==> src/rtl/cpu_bus_responder.sv <==
// cpu_bus_responder
//   Return path of the CPU memory bus. Takes the address decoder's device
//   selects and each device's read data, times the access for the selected
//   device class, and returns a one-cycle ready pulse plus registered data.
//
// Optional feature macro: BUS_TIMEOUT_EN
//   Defined   : flash accesses give up after TIMEOUT_CYCLES cycles in
//               FLASH_WAIT, returning 32'hDEADBEEF with a bus_error pulse.
//   Undefined : flash accesses wait indefinitely, bus_error is tied low.
//
// Ports
//   clk              system clock
//   reset            synchronous, active-low reset
//   cpu_mem_valid    CPU request valid
//   cpu_wstrb        CPU byte write strobes (0 = read)
//   *_en             decoder device selects
//   *_rdata/_data    device read data
//   flash_read_ready flash controller data-valid strobe
//   cpu_mem_ready    transfer complete, one-cycle pulse
//   cpu_mem_rdata    registered read data, held between transfers
//   bus_error        one-cycle pulse with a timed-out flash ack
module cpu_bus_responder #(
    parameter int unsigned RAM_LATENCY    = 1,
    parameter int unsigned VDP_LATENCY    = 2,
    parameter int unsigned REG_LATENCY    = 1,
    parameter int unsigned TIMEOUT_CYCLES = 255
) (
    input  logic        clk,
    input  logic        reset,
    input  logic        cpu_mem_valid,
    input  logic [3:0]  cpu_wstrb,
    input  logic        cpu_ram_en,
    input  logic        vdp_en,
    input  logic        status_en,
    input  logic        dsp_en,
    input  logic        pad_en,
    input  logic        flash_read_en,
    input  logic [31:0] cpu_ram_rdata,
    input  logic [31:0] vdp_rdata,
    input  logic [31:0] status_rdata,
    input  logic [31:0] dsp_rdata,
    input  logic [31:0] pad_rdata,
    input  logic [31:0] flash_read_data,
    input  logic        flash_read_ready,
    output logic        cpu_mem_ready,
    output logic [31:0] cpu_mem_rdata,
    output logic        bus_error
);

    typedef enum logic [1:0] {
        ST_IDLE,
        ST_WAIT,
        ST_FLASH_WAIT,
        ST_ACK
    } state_t;

    typedef enum logic [2:0] {
        DEV_NONE,
        DEV_RAM,
        DEV_VDP,
        DEV_STATUS,
        DEV_DSP,
        DEV_PAD
    } dev_t;

    localparam int unsigned MAX_RV  = (RAM_LATENCY > VDP_LATENCY) ? RAM_LATENCY : VDP_LATENCY;
    localparam int unsigned MAX_LAT = (MAX_RV > REG_LATENCY) ? MAX_RV : REG_LATENCY;
    // The counter is loaded with at most MAX_LAT-2.
    localparam int unsigned CNT_W   = (MAX_LAT > 2) ? $clog2(MAX_LAT - 1) : 1;

    state_t           state;
    dev_t             dev_q;
    dev_t             dec_dev;
    dev_t             mux_dev;
    logic [CNT_W-1:0] cnt;
    logic [CNT_W-1:0] dec_load;
    int unsigned      dec_lat;
    logic [31:0]      mux_data;
    // Cleared by an ACK that still sees valid high; set once valid is seen low.
    logic             armed;

`ifdef BUS_TIMEOUT_EN
    localparam int unsigned TMO_W = (TIMEOUT_CYCLES > 2) ? $clog2(TIMEOUT_CYCLES) : 1;
    localparam logic [TMO_W-1:0] TMO_LAST = TMO_W'(TIMEOUT_CYCLES - 1);
    logic [TMO_W-1:0] tmo_cnt;
`endif

    // Fixed-latency device decode; flash is handled ahead of this in the FSM.
    always_comb begin
        dec_dev = DEV_NONE;
        if (cpu_ram_en)     dec_dev = DEV_RAM;
        else if (vdp_en)    dec_dev = DEV_VDP;
        else if (status_en) dec_dev = DEV_STATUS;
        else if (dsp_en)    dec_dev = DEV_DSP;
        else if (pad_en)    dec_dev = DEV_PAD;
    end

    always_comb begin
        dec_lat = 1;
        case (dec_dev)
            DEV_RAM:                     dec_lat = RAM_LATENCY;
            DEV_VDP:                     dec_lat = VDP_LATENCY;
            DEV_STATUS, DEV_DSP, DEV_PAD: dec_lat = REG_LATENCY;
            default:                     dec_lat = 1;
        endcase
        dec_load = CNT_W'(dec_lat - 2);
    end

    // One data mux: the live decode in IDLE, the latched select in WAIT.
    always_comb begin
        mux_dev  = (state == ST_IDLE) ? dec_dev : dev_q;
        mux_data = '0;
        case (mux_dev)
            DEV_RAM:    mux_data = cpu_ram_rdata;
            DEV_VDP:    mux_data = vdp_rdata;
            DEV_STATUS: mux_data = status_rdata;
            DEV_DSP:    mux_data = dsp_rdata;
            DEV_PAD:    mux_data = pad_rdata;
            default:    mux_data = '0;
        endcase
    end

    always_ff @(posedge clk) begin
        if (!reset) begin
            state         <= ST_IDLE;
            dev_q         <= DEV_NONE;
            cnt           <= '0;
            armed         <= 1'b1;
            cpu_mem_ready <= 1'b0;
            cpu_mem_rdata <= '0;
            bus_error     <= 1'b0;
`ifdef BUS_TIMEOUT_EN
            tmo_cnt       <= '0;
`endif
        end else begin
            cpu_mem_ready <= 1'b0;
            bus_error     <= 1'b0;
            if (!cpu_mem_valid) armed <= 1'b1;

            case (state)
                ST_IDLE: begin
                    if (cpu_mem_valid && armed) begin
                        if (flash_read_en) begin
                            if (cpu_wstrb != '0) begin
                                cpu_mem_rdata <= '0;
                                cpu_mem_ready <= 1'b1;
                                state         <= ST_ACK;
                            end else begin
                                state <= ST_FLASH_WAIT;
`ifdef BUS_TIMEOUT_EN
                                tmo_cnt <= '0;
`endif
                            end
                        end else if (dec_dev == DEV_NONE) begin
                            cpu_mem_rdata <= '0;
                            cpu_mem_ready <= 1'b1;
                            state         <= ST_ACK;
                        end else if (dec_lat <= 1) begin
                            cpu_mem_rdata <= mux_data;
                            cpu_mem_ready <= 1'b1;
                            state         <= ST_ACK;
                        end else begin
                            dev_q <= dec_dev;
                            cnt   <= dec_load;
                            state <= ST_WAIT;
                        end
                    end
                end

                ST_WAIT: begin
                    if (!cpu_mem_valid) begin
                        state <= ST_IDLE;
                    end else if (cnt == '0) begin
                        cpu_mem_rdata <= mux_data;
                        cpu_mem_ready <= 1'b1;
                        state         <= ST_ACK;
                    end else begin
                        cnt <= cnt - 1'b1;
                    end
                end

                ST_FLASH_WAIT: begin
                    if (!cpu_mem_valid) begin
                        state <= ST_IDLE;
                    end else if (flash_read_ready) begin
                        cpu_mem_rdata <= flash_read_data;
                        cpu_mem_ready <= 1'b1;
                        state         <= ST_ACK;
                    end
`ifdef BUS_TIMEOUT_EN
                    else if (tmo_cnt == TMO_LAST) begin
                        cpu_mem_rdata <= 32'hDEADBEEF;
                        cpu_mem_ready <= 1'b1;
                        bus_error     <= 1'b1;
                        state         <= ST_ACK;
                    end else begin
                        tmo_cnt <= tmo_cnt + 1'b1;
                    end
`endif
                end

                ST_ACK: begin
                    armed <= !cpu_mem_valid;
                    state <= ST_IDLE;
                end

                default: state <= ST_IDLE;
            endcase
        end
    end

endmodule

==> config.mk <==
export PLATFORM = sky130hd
export DESIGN_NAME = cpu_bus_responder
export DESIGN_NICKNAME = d
export VERILOG_FILES = /design/src/rtl/cpu_bus_responder.sv
export SDC_FILE = /design/constraint.sdc
export NUM_CORES = 1
export LEC_CHECK = 0
export BUFFER_PORTS_ARGS = -buffer_cell sky130_fd_sc_hd__buf_2
export CAP_MARGIN = 20
export CORE_AREA = 4 4 91 93
export DETAILED_ROUTE_END_ITERATION = 8
export DIE_AREA = 0 0 95 97
export PLACE_DENSITY_LB_ADDON = 0.12
export SYNTH_ARGS = -nofsm -noshare
export SYNTH_HDL_FRONTEND = slang
export SYNTH_SLANG_ARGS = --single-unit
==> constraint.sdc <==
create_clock -name clk -period 2.7 [get_ports clk]
set_input_delay 0.27 -clock clk [delete_from_list [all_inputs] [get_ports clk]]
set_output_delay 0.27 -clock clk [all_outputs]
set_load 0.02 [all_outputs]
# Word level (Yosys, flattened, before mapping)
# Cells that the tools add are included.
word_totals:
  register_bits: 40
  elab_cells: 92
classes:
  add_sub_neg: 2
  n_lt_le_gt_ge: 1
  n_eq_ne: 22
  muxes: 47
  bitwise_logic: 3
  n_reduce_logical: 11
op_table:
  columns: ["cell", "n"]
  rows:
  - ["32-bit 2-to-1 mux", 9]
  - ["32-bit one-hot mux with 5 select lines", 1]
  - ["32-bit one-hot mux with 3 select lines", 1]
  - ["1-bit 2-to-1 mux", 18]
  - ["2-bit 2-to-1 mux", 9]
  - ["3-bit 2-to-1 mux", 6]
  - ["2-bit != test (second input constant)", 7]
  - ["3-bit by 2-bit equality test with 1-bit output (second input constant)", 3]
  - ["2-bit one-hot mux with 4 select lines", 1]
  - ["8-bit AND reduction", 1]
  - ["3-bit equality test (second input constant)", 2]
  - ["3-bit != test (second input constant)", 2]
  - ["6-bit AND reduction", 1]
  - ["5-bit AND reduction", 1]
  - ["2-bit equality test (second input constant)", 2]
  - ["2-bit by 1-bit != test with 1-bit output (second input constant)", 2]
  - ["4-bit by 2-bit != test with 1-bit output (second input constant)", 1]
  - ["4-bit nonzero test", 1]
  - ["3-bit by 1-bit equality test with 1-bit output (second input constant)", 1]
  - ["3-bit zero test", 1]
  - ["3-bit by 2-bit != test with 1-bit output (second input constant)", 1]
  - ["1-bit inverter", 3]
  - ["1-bit one-hot mux with 3 select lines", 1]
  - ["3-bit AND reduction", 1]
  - ["9 further kinds", 10]

# Logic depth before layout (Yosys ltp)
# Gate-level depths: netlist (run 1).
logic_depth:
  ltp_word: 13
  depth_mapped: 9
  depth_no_buf: 7

# Worst setup path after synthesis (run 1)
# OpenSTA, ideal clock, no wires.
synth_timing:
  kind: "reg-to-reg"
  from: "register state[0]"
  to: "register cpu_mem_rdata[16]"
  t_arrival_ns: 1.931
  slack_ns: 0.712
  stages_incl_launch_ff: 9
  n_path_buf: 2
  synth_period_minus_slack_ns: 1.988
  path_cell_list: "dfxtp_1 inv_1 ha_1 buf_2 nor4b_1 clkbuf_1 o21ai_0 o2111ai_1 a221o_2"
synth_between:
  elab_chain_cells: 9
  word_cells_on_any_way: 26
synth_lines:
  columns: ["item", "line", "text"]
  rows:
  - ["start, declared", "71", "state_t state;"]
  - ["start signal, assigned", "125", "state <= ST_IDLE;"]
  - ["start signal, assigned", "147", "state <= ST_ACK;"]
  - ["start signal, assigned", "149", "state <= ST_FLASH_WAIT;"]
  - ["2-bit zero test", "111, 140", null]
  - ["3-bit 2-to-1 mux", "111", "mux_dev = (state == ST_IDLE) ? dec_dev : dev_q;"]
  - ["3-bit equality test, or another cell as far along", "113", "case (mux_dev)"]
  - ["32-bit one-hot mux with 5 select lines", "113", null]
  - ["32-bit 2-to-1 mux", "158", "end else if (dec_lat <= 1) begin"]
  - ["32-bit 2-to-1 mux", "154", "end else if (dec_dev == DEV_NONE) begin"]
  - ["32-bit 2-to-1 mux", "143", "if (flash_read_en) begin"]
  - ["32-bit 2-to-1 mux", "142", "if (cpu_mem_valid && armed) begin"]
  - ["32-bit one-hot mux with 3 select lines", "140", "case (state)"]
  - ["end signal, assigned", "159", "cpu_mem_rdata <= mux_data;"]
  - ["end signal, assigned", "174", "cpu_mem_rdata <= mux_data;"]
  - ["end signal, assigned", "186", "cpu_mem_rdata <= flash_read_data;"]
  - ["end, declared", "46", "output logic [31:0] cpu_mem_rdata,"]
# Parallel ways exist; a longest one is shown, timed or not. The select of a mux whose other input is x is not followed.
# A chain may end at the register's enable or synchronous reset.

# Worst setup path after layout (run 1)
layout_timing:
  from: "register state[1]"
  to: "register cpu_mem_rdata[19]"
# Same word-level chain as after synthesis.

==> summary.md, run 1 <==
| Metric | Value |
|---|---|
| Status | finished clean |
| Clock latency on the worst-skew pair | 0.29 ns |
| CP max stage cell | a32o_1 |
| Crit end category | register |
| Clock Skew | 0.00909 ns |
| Top-area cell type share of the netlist area | 0.272 |
| DR WL/cell | 17.8 um |
| Routed vias/inst | 5.62 |
| ANT nets after route | 0 |
| Synthesized area per cell | 7.96 um2 |
| Drt first pass iters | 5 |
| CP cell instances | inv_1, ha_1, nor2_1, a32o_1, buf_12, a22oi_1, o2111ai_1, a221o_2 |
| Area leader, netlist | dfxtp_1 |
| RSZ-0062 raised after global routing | true |
| Diodes inserted | 0 |
| Peak Freq | 393 MHz |
| Slew at the pin with the worst max-slew slack | 0.986 ns |
| Setup Buffers After CTS | 0 |
| DRC violations left | 0 |
| Die H | 97 um |
| Port bufs | 238 |
| Async SR Flop Fraction | 0 |
| Crit Path Class | register to register |
| Startpoint types | register |
| Met2 routed WL | 6350 um |
| Clock sink count | 40 |
| Row count | 32 |
| Clock buffer count from CTS | 5 |
| Worst hold path type | input port to register |
| Mapped Nets | 581 |
| Reg clk slew, reported paths | 0.09 ns |
| Internal reg-to-reg setup slack | 0.15 ns |
| Delay-heaviest family, CP | compound AO/OA/AOI/OAI gates |
| Final hold viol count | 0 |
| Fillers | 770 |
| Clk buf depth | 2 |
| Core Box Area | 7530 um2 |
| Pins Over Slew Limit | 0 |
| Number of flops mapped to enable cells by yosys | 0 |
| Worst Path Buf+Inv | 2 |
| Top FF cell, synth | dfxtp_1 |
| Leak pwr | 0.00233 uW |
| Final setup vio count | 0 |
| Pre-CTS setup slack | 0.0989 ns |
| Htree depth | 2 |
| Crit-path max FO | 21 |
| Ports | 240 |
| Power density cells | 658 nW/um2 |
| Most common cell in the netlist | nand2_1 |
| Nets | 810 |
| Vias post-DR | 3,942 |
| Final GP Congestion | 0.857 |
| First-pass GRT wire length | 18,600 um |
| Post-Syn Area | 2940 um2 |
| Met1 wire length | 4720 um |
| Die W | 95 um |
| FF+latch count, synth | 40 |
| GRT overflow | 0 |
| Final WL | 12,500 um |
| Root Buffer | clkbuf_8 |
| Minimum clock period | 2.55 ns |
| Warnings from Yosys | 0 |
| Uppermost layer routed | met4 |
| Max incr delay on CP | 0.47 ns |
| Mapped Cells | 369 |
| Slew HR | 0.339 |
| Post-DP HPWL | 9430 um |
| Initial Util | 0.390 |
| Gr usage total | 0.253 |
| Post_cts resized | 0 |
| Cell variety after synth | 43 |
| Largest net degree at the start of global routing | 41 |
| Worst VDD drop | 0.298 mV |
| Crit path DAT | 2.73 ns |
| Initial DRC count | 163 |
| Die ar. | 9220 um2 |
| Final core utilization | 0.582 |
| TritonCTS clock tree | yes |
| Synth cell count leaders | 44 x nand2_1, 40 x dfxtp_1, 40 x inv_1 |
| Vias in the first global route | 3,994 |
| Fin worst setup slack | 0.155 ns |
| Initial antenna violation count | 0 |
| Max Cap Viol | 0 |
| Layout cells sized above 1 | 0.477 |
| Post-synthesis sequential area ratio | 0.272 |
| Hold buffers post-CTS | 0 |
| Area delta synth->final | 49.2% |
| CP required | 2.89 ns |
| Final Cycle Share | 0.943 |
| Top cells by area, synth | dfxtp_1 27%, o2111ai_1 9.5%, a22oi_1 8.2% |
| Metal3 WL | 1140 um |
stage by stage:
stage          cells  hold WS (ns)  setup TNS, ns  power, uW  instance area, um2
3_5_place_dp     691         0.454              0       2380                4250
3_3_place_gp     691         0.455              0       2350                4250
4_1_cts          699         0.188              0       2880                4360
6_report         701         0.195              0       2890                4380
2_1_floorplan    369         0.408              0       1770                2940
5_1_grt          701         0.192        -0.0189       3070                4380
cell usage in the layout (no fill, tap or decap), types with 5 or more instances in the layout:
master	netlist	layout
buf_2	13	238
and3_1	34	34
a221o_1	22	22
inv_1	40	40
o2111ai_1	32	32
ha_1	6	6
buf_4	1	15
dfxtp_1	40	40
clkbuf_8	0	5
o21ai_0	35	35
a221o_2	10	10
a22oi_1	32	32
nand2_1	44	44
metal layers:
layer  global-route usage  vias up
li1                     -     1883
met1                0.273     1833
met2                0.458      206
met3               0.0669       20
met4               0.0966        0
met5                    0        -
report_power, final:
group / leakage, uW / internal, uW / switching, uW
Clock: 0.0000552 / 275 / 214
Sequential: 0.000324 / 710 / 75.0
Combinational: 0.00195 / 647 / 965
Total: 0.00233 / 1630 / 1250
registers in the layout (all words and copies together), names as in the netlist:
name	count
cpu_mem_ready	1
cnt	1
dev_q	3
armed	1
state	2
cpu_mem_rdata	32
cell type report:
| type | count | area, um2 | share of cell area |
|---|---|---|---|
| Multi-Input combinational cell | 256 | 1860 | 0.424 |
| Timing Repair Buffer | 255 | 1340 | 0.305 |
| Sequential cell | 40 | 801 | 0.183 |
| Inverter | 40 | 150 | 0.0342 |
| Tap cell | 102 | 128 | 0.0291 |
| Clock buffer | 6 | 72.6 | 0.0166 |
| Clock inverter | 2 | 35.0 | 0.00799 |
cell families (layout without fill, tap and decap cells):
| kind of cell | after synthesis | count (layout) | synth area share |
|---|---|---|---|
| other | 1 | 1 | 0.00128 |
| adder cells (fa/ha/maj) | 6 | 6 | 0.0255 |
| AO/OA/AOI/OAI | 151 | 151 | 0.415 |
| AND/OR/NAND/NOR | 97 | 98 | 0.176 |
| buffers and inverters | 74 | 303 | 0.109 |
| flip-flops | 40 | 40 | 0.272 |
worst paths after layout:
check,from,to,depth (start not counted)
min,flash_read_data[6],cpu_mem_rdata[6]$_SDFFE_PN0P_,2
min reg2reg,cnt$_SDFFE_PN0P_,cnt$_SDFFE_PN0P_,2
max,state[1]$_SDFFE_PN0P_,cpu_mem_rdata[19]$_SDFFE_PN0P_,8
max reg2reg,state[1]$_SDFFE_PN0P_,cpu_mem_rdata[19]$_SDFFE_PN0P_,8
(Power assumes the default switching activity.)
==> inputs of run 2 (changes only) <==
--- a/config.mk
+++ b/config.mk
@@ -5,12 +5,14 @@
 export SDC_FILE = /design/constraint.sdc
 export NUM_CORES = 1
 export LEC_CHECK = 0
+export ABC_AREA = 1
 export BUFFER_PORTS_ARGS = -buffer_cell sky130_fd_sc_hd__buf_2
 export CAP_MARGIN = 20
-export CORE_AREA = 4 4 91 93
+export CORE_AREA = 4 4 97 99
 export DETAILED_ROUTE_END_ITERATION = 8
-export DIE_AREA = 0 0 95 97
+export DIE_AREA = 0 0 101 103
 export PLACE_DENSITY_LB_ADDON = 0.12
+export REMOVE_ABC_BUFFERS = 1
 export SYNTH_ARGS = -nofsm -noshare
 export SYNTH_HDL_FRONTEND = slang
 export SYNTH_SLANG_ARGS = --single-unit
==> run 2 against run 1 <==
Compared with the run above:
- final cell count is 31% higher
- wire length is 3.1% higher
- clock-buffer cell count is 1 lower
- critical path depth is 5 higher
- combinational power grew to 2.8 times the previous value
- register-to-register slack better by 0.40 ns
- critical endpoint is now cpu_mem_rdata[8]$_SDFFE_PN0P_
- largest power group unchanged
==> summary.md, run 2 <==
| Metric | Value |
|---|---|
| Area leader, netlist | dfxtp_1 |
| TNS Setup | 0 ns (unchanged) |
| Met1 wire length | 5000 um (+6.1%) |
| DRC violations left | 0 (unchanged) |
| FF+latch count, synth | 40 (unchanged) |
| Area delta synth->final | 33.4% |
| Port bufs | 238 (unchanged) |
| Die H | 103 um (+6.2%) |
| Final Cycle Share | 0.796 (-0.146) |
| Post-DP HPWL | 9780 um (+3.7%) |
| Status | finished clean |
| Fin cells | 921 (+31%) |
| Post_cts resized | 0 (unchanged) |
| GRT overflow | 0 (unchanged) |
| Crit path DAT | 2.37 ns (-0.36 ns) |
| Vias post-DR | 4,754 (+21%) |
| Worst hold path type | input port to register |
| Die W | 101 um (+6.3%) |
| First-pass GRT wire length | 20,300 um (+9.0%) |
| Pins Over Slew Limit | 0 (unchanged) |
| Clock Skew | 0.0128 ns (+0.00368 ns) |
| Cell total after placement | 913 (+32%) |
| Final hold slack | 0.234 ns (+0.0390 ns) |
| Initial DRC count | 177 (+8.6%) |
| Power density cells | 1200 nW/um2 (+83%) |
| Final hold viol count | 0 (unchanged) |
| Top-area cell type share of the netlist area | 0.222 (-0.0505) |
| Startpoint types | register |
| Nets | 1,024 (+26%) |
| Core Box Area | 8550 um2 (+14%) |
| TritonCTS clock tree | yes |
| Commonest cells after routing, fill and taps aside | 238 x buf_2, 185 x nand2_1, 132 x nand3_1, 46 x nor2_1, 43 x a21oi_1 |
| Top Registers | cpu_mem_rdata x32, dev_q x3, state x2 |
| Post-DP Area | 4730 um2 (+11%) |
| Mapped Cells | 603 (+63%) |
| Largest net degree at the start of global routing | 65 (+59%) |
| Most common cell in the netlist | nand2_1 |
| Final WL | 12,800 um (+3.1%) |
| Clk buf depth | 2 (unchanged) |
| Clock sink count | 40 (unchanged) |
| Number of flops mapped to enable cells by yosys | 0 (unchanged) |
| Max FFs per register | 32 (unchanged) |
| Initial antenna violation count | 0 (unchanged) |
| Top FF cell, synth | dfxtp_1 |
| Reg clk slew, reported paths | 0.07 ns (-0.02 ns) |
| Pre-CTS setup slack | 0.567 ns (+0.469 ns) |
| Metal3 WL | 1160 um (+2.4%) |
| Crit-path max FO | 64 (+200%) |
| Row count | 34 (+6.3%) |
| Root Buffer | clkbuf_8 |
| Diodes inserted | 0 (unchanged) |
| Post-Syn Area | 3610 um2 (+23%) |
| Max Cap Viol | 0 (unchanged) |
| Gr usage total | 0.237 (-0.0158) |
| Cell variety after synth | 29 (-33%) |
| ANT nets after route | 0 (unchanged) |
| Initial Util | 0.422 (+0.0315) |
| Leak pwr | 0.00266 uW (+14%) |
| Async SR Flop Fraction | 0 (unchanged) |
| Final GP Congestion | 0.852 (-0.62%) |
| Die ar. | 10,400 um2 (+13%) |
| Final setup vio count | 0 (unchanged) |
| Crit Path Class | register to register |
| Top cells by area, synth | dfxtp_1 22%, nand2_1 19%, nand3_1 18% |
| Most common cell after layout, fill and taps aside | buf_2 |
| Crit end category | register |
| Minimum clock period | 2.15 ns (-0.395 ns) |
| CP required | 2.92 ns (+0.03 ns) |
| Synth cell count leaders | 185 x nand2_1, 132 x nand3_1, 47 x nor2_1 |
| Hold buffers post-CTS | 0 (unchanged) |
| Post-synthesis sequential area ratio | 0.222 (-0.0505) |
| Multi-input logic area | 2400 um2 (+29%) |
| Warnings from Yosys | 0 (unchanged) |
| Setup Buffers After CTS | 0 (unchanged) |
| Worst VDD drop | 0.669 mV (+120%) |
| Slew HR | 0.585 (+0.246) |
| Met2 routed WL | 6430 um (+1.3%) |
| Vias in the first global route | 4,356 (+9.1%) |
| Layout cells sized above 1 | 0.367 (-0.111) |
| Biggest register | cpu_mem_rdata |
| Clock latency on the worst-skew pair | 0.30 ns (about the same) |
| DR WL/cell | 13.9 um (-22%) |
| Uppermost layer routed | met4 |
| Htree depth | 2 (unchanged) |
| Synthesized area per cell | 5.98 um2 (-25%) |
| Register area | 801 um2 (unchanged) |
| Routed vias/inst | 5.16 (-8.2%) |
| Drt first pass iters | 5 (unchanged) |
| Fillers | 928 (+21%) |
| Fin worst setup slack | 0.550 ns (+0.395 ns) |
| Clock buffer count from CTS | 5 (unchanged) |
| Slew at the pin with the worst max-slew slack | 0.622 ns (-0.365 ns) |
| Final Cell Area | 4810 um2 (+9.8%) |
| Peak Freq | 465 MHz (+18%) |
| Ports | 240 (unchanged) |
| RSZ-0062 raised after global routing | false |
-- run 2: cell types whose count changed after synthesis, sizes merged, moves of 8 or more --
cell and delta:
a221o -32, nand3 +131, and3 -34, nor2 +49, o2111ai -32, a22oi -32
inv -20, clkbuf -8, a21oi +64, nand2 +146, buf +21
-- run 2: stage by stage --
step | utilization | total power (uW)
finish | 0.563 | 5780
global route | 0.563 | 6410
CTS | 0.563 | 5840
detailed placement | 0.553 | 5420
global placement | 0.553 | 5340
floorplan | - | 3940
-- run 2: cell type report --
class                      instances  area share
multi-input combinational        496       0.499
timing repair buffer             249       0.272
sequential                        40       0.166
tap                              108      0.0281
inverter                          20      0.0161
clock buffer                       5      0.0143
clock inverter                     3     0.00390
-- run 2: report_power, final --
group          internal [uW]  switching (uW)
logic                   1480            3040
clock network            180             217
registers                776            83.4
total                   2440            3340
-- run 2: cells by family (layout without fill, tap and decap cells) --
| group | Yosys count | count (layout) | share of synthesized area |
|---|---|---|---|
| simple gates | 381 | 381 | 0.460 |
| fa+ha+maj | 6 | 6 | 0.0208 |
| compound gates | 108 | 108 | 0.183 |
| other cells | 1 | 1 | 0.00104 |
| flops | 40 | 40 | 0.222 |
| buf+inv | 67 | 277 | 0.113 |
-- run 2: worst max-delay path: stages (launching register included) --
cell	delay (ns)
dfxtp_1	0.35
inv_1	0.13
ha_1	0.38
inv_4	0.12
nand2_1	0.09
nand2_2	0.09
nor2_4	0.14
buf_12	0.26
nand3_1	0.10
nand2_1	0.08
nor2_1	0.04
nand2_1	0.06
nand2_1	0.06
a21oi_1	0.13
-- run 2: per-layer routing --
metal,global-route usage,vias to the layer above
met3,0.0419,16
met4,0.0746,0
met1,0.275,2120
li1,-,2422
met2,0.441,196
met5,0,-
-- run 2: final timing paths --
path,end,startpoint,slack [ns],cells past startpoint
setup / recovery,cpu_mem_rdata[8]$_SDFFE_PN0P_,state[0]$_SDFFE_PN0P_,0.55,13
setup reg to reg,cpu_mem_rdata[8]$_SDFFE_PN0P_,state[0]$_SDFFE_PN0P_,0.55,13
hold reg to reg,cnt$_SDFFE_PN0P_,cnt$_SDFFE_PN0P_,0.47,2
hold / removal,armed$_SDFFE_PN1P_,cpu_mem_valid,0.23,2
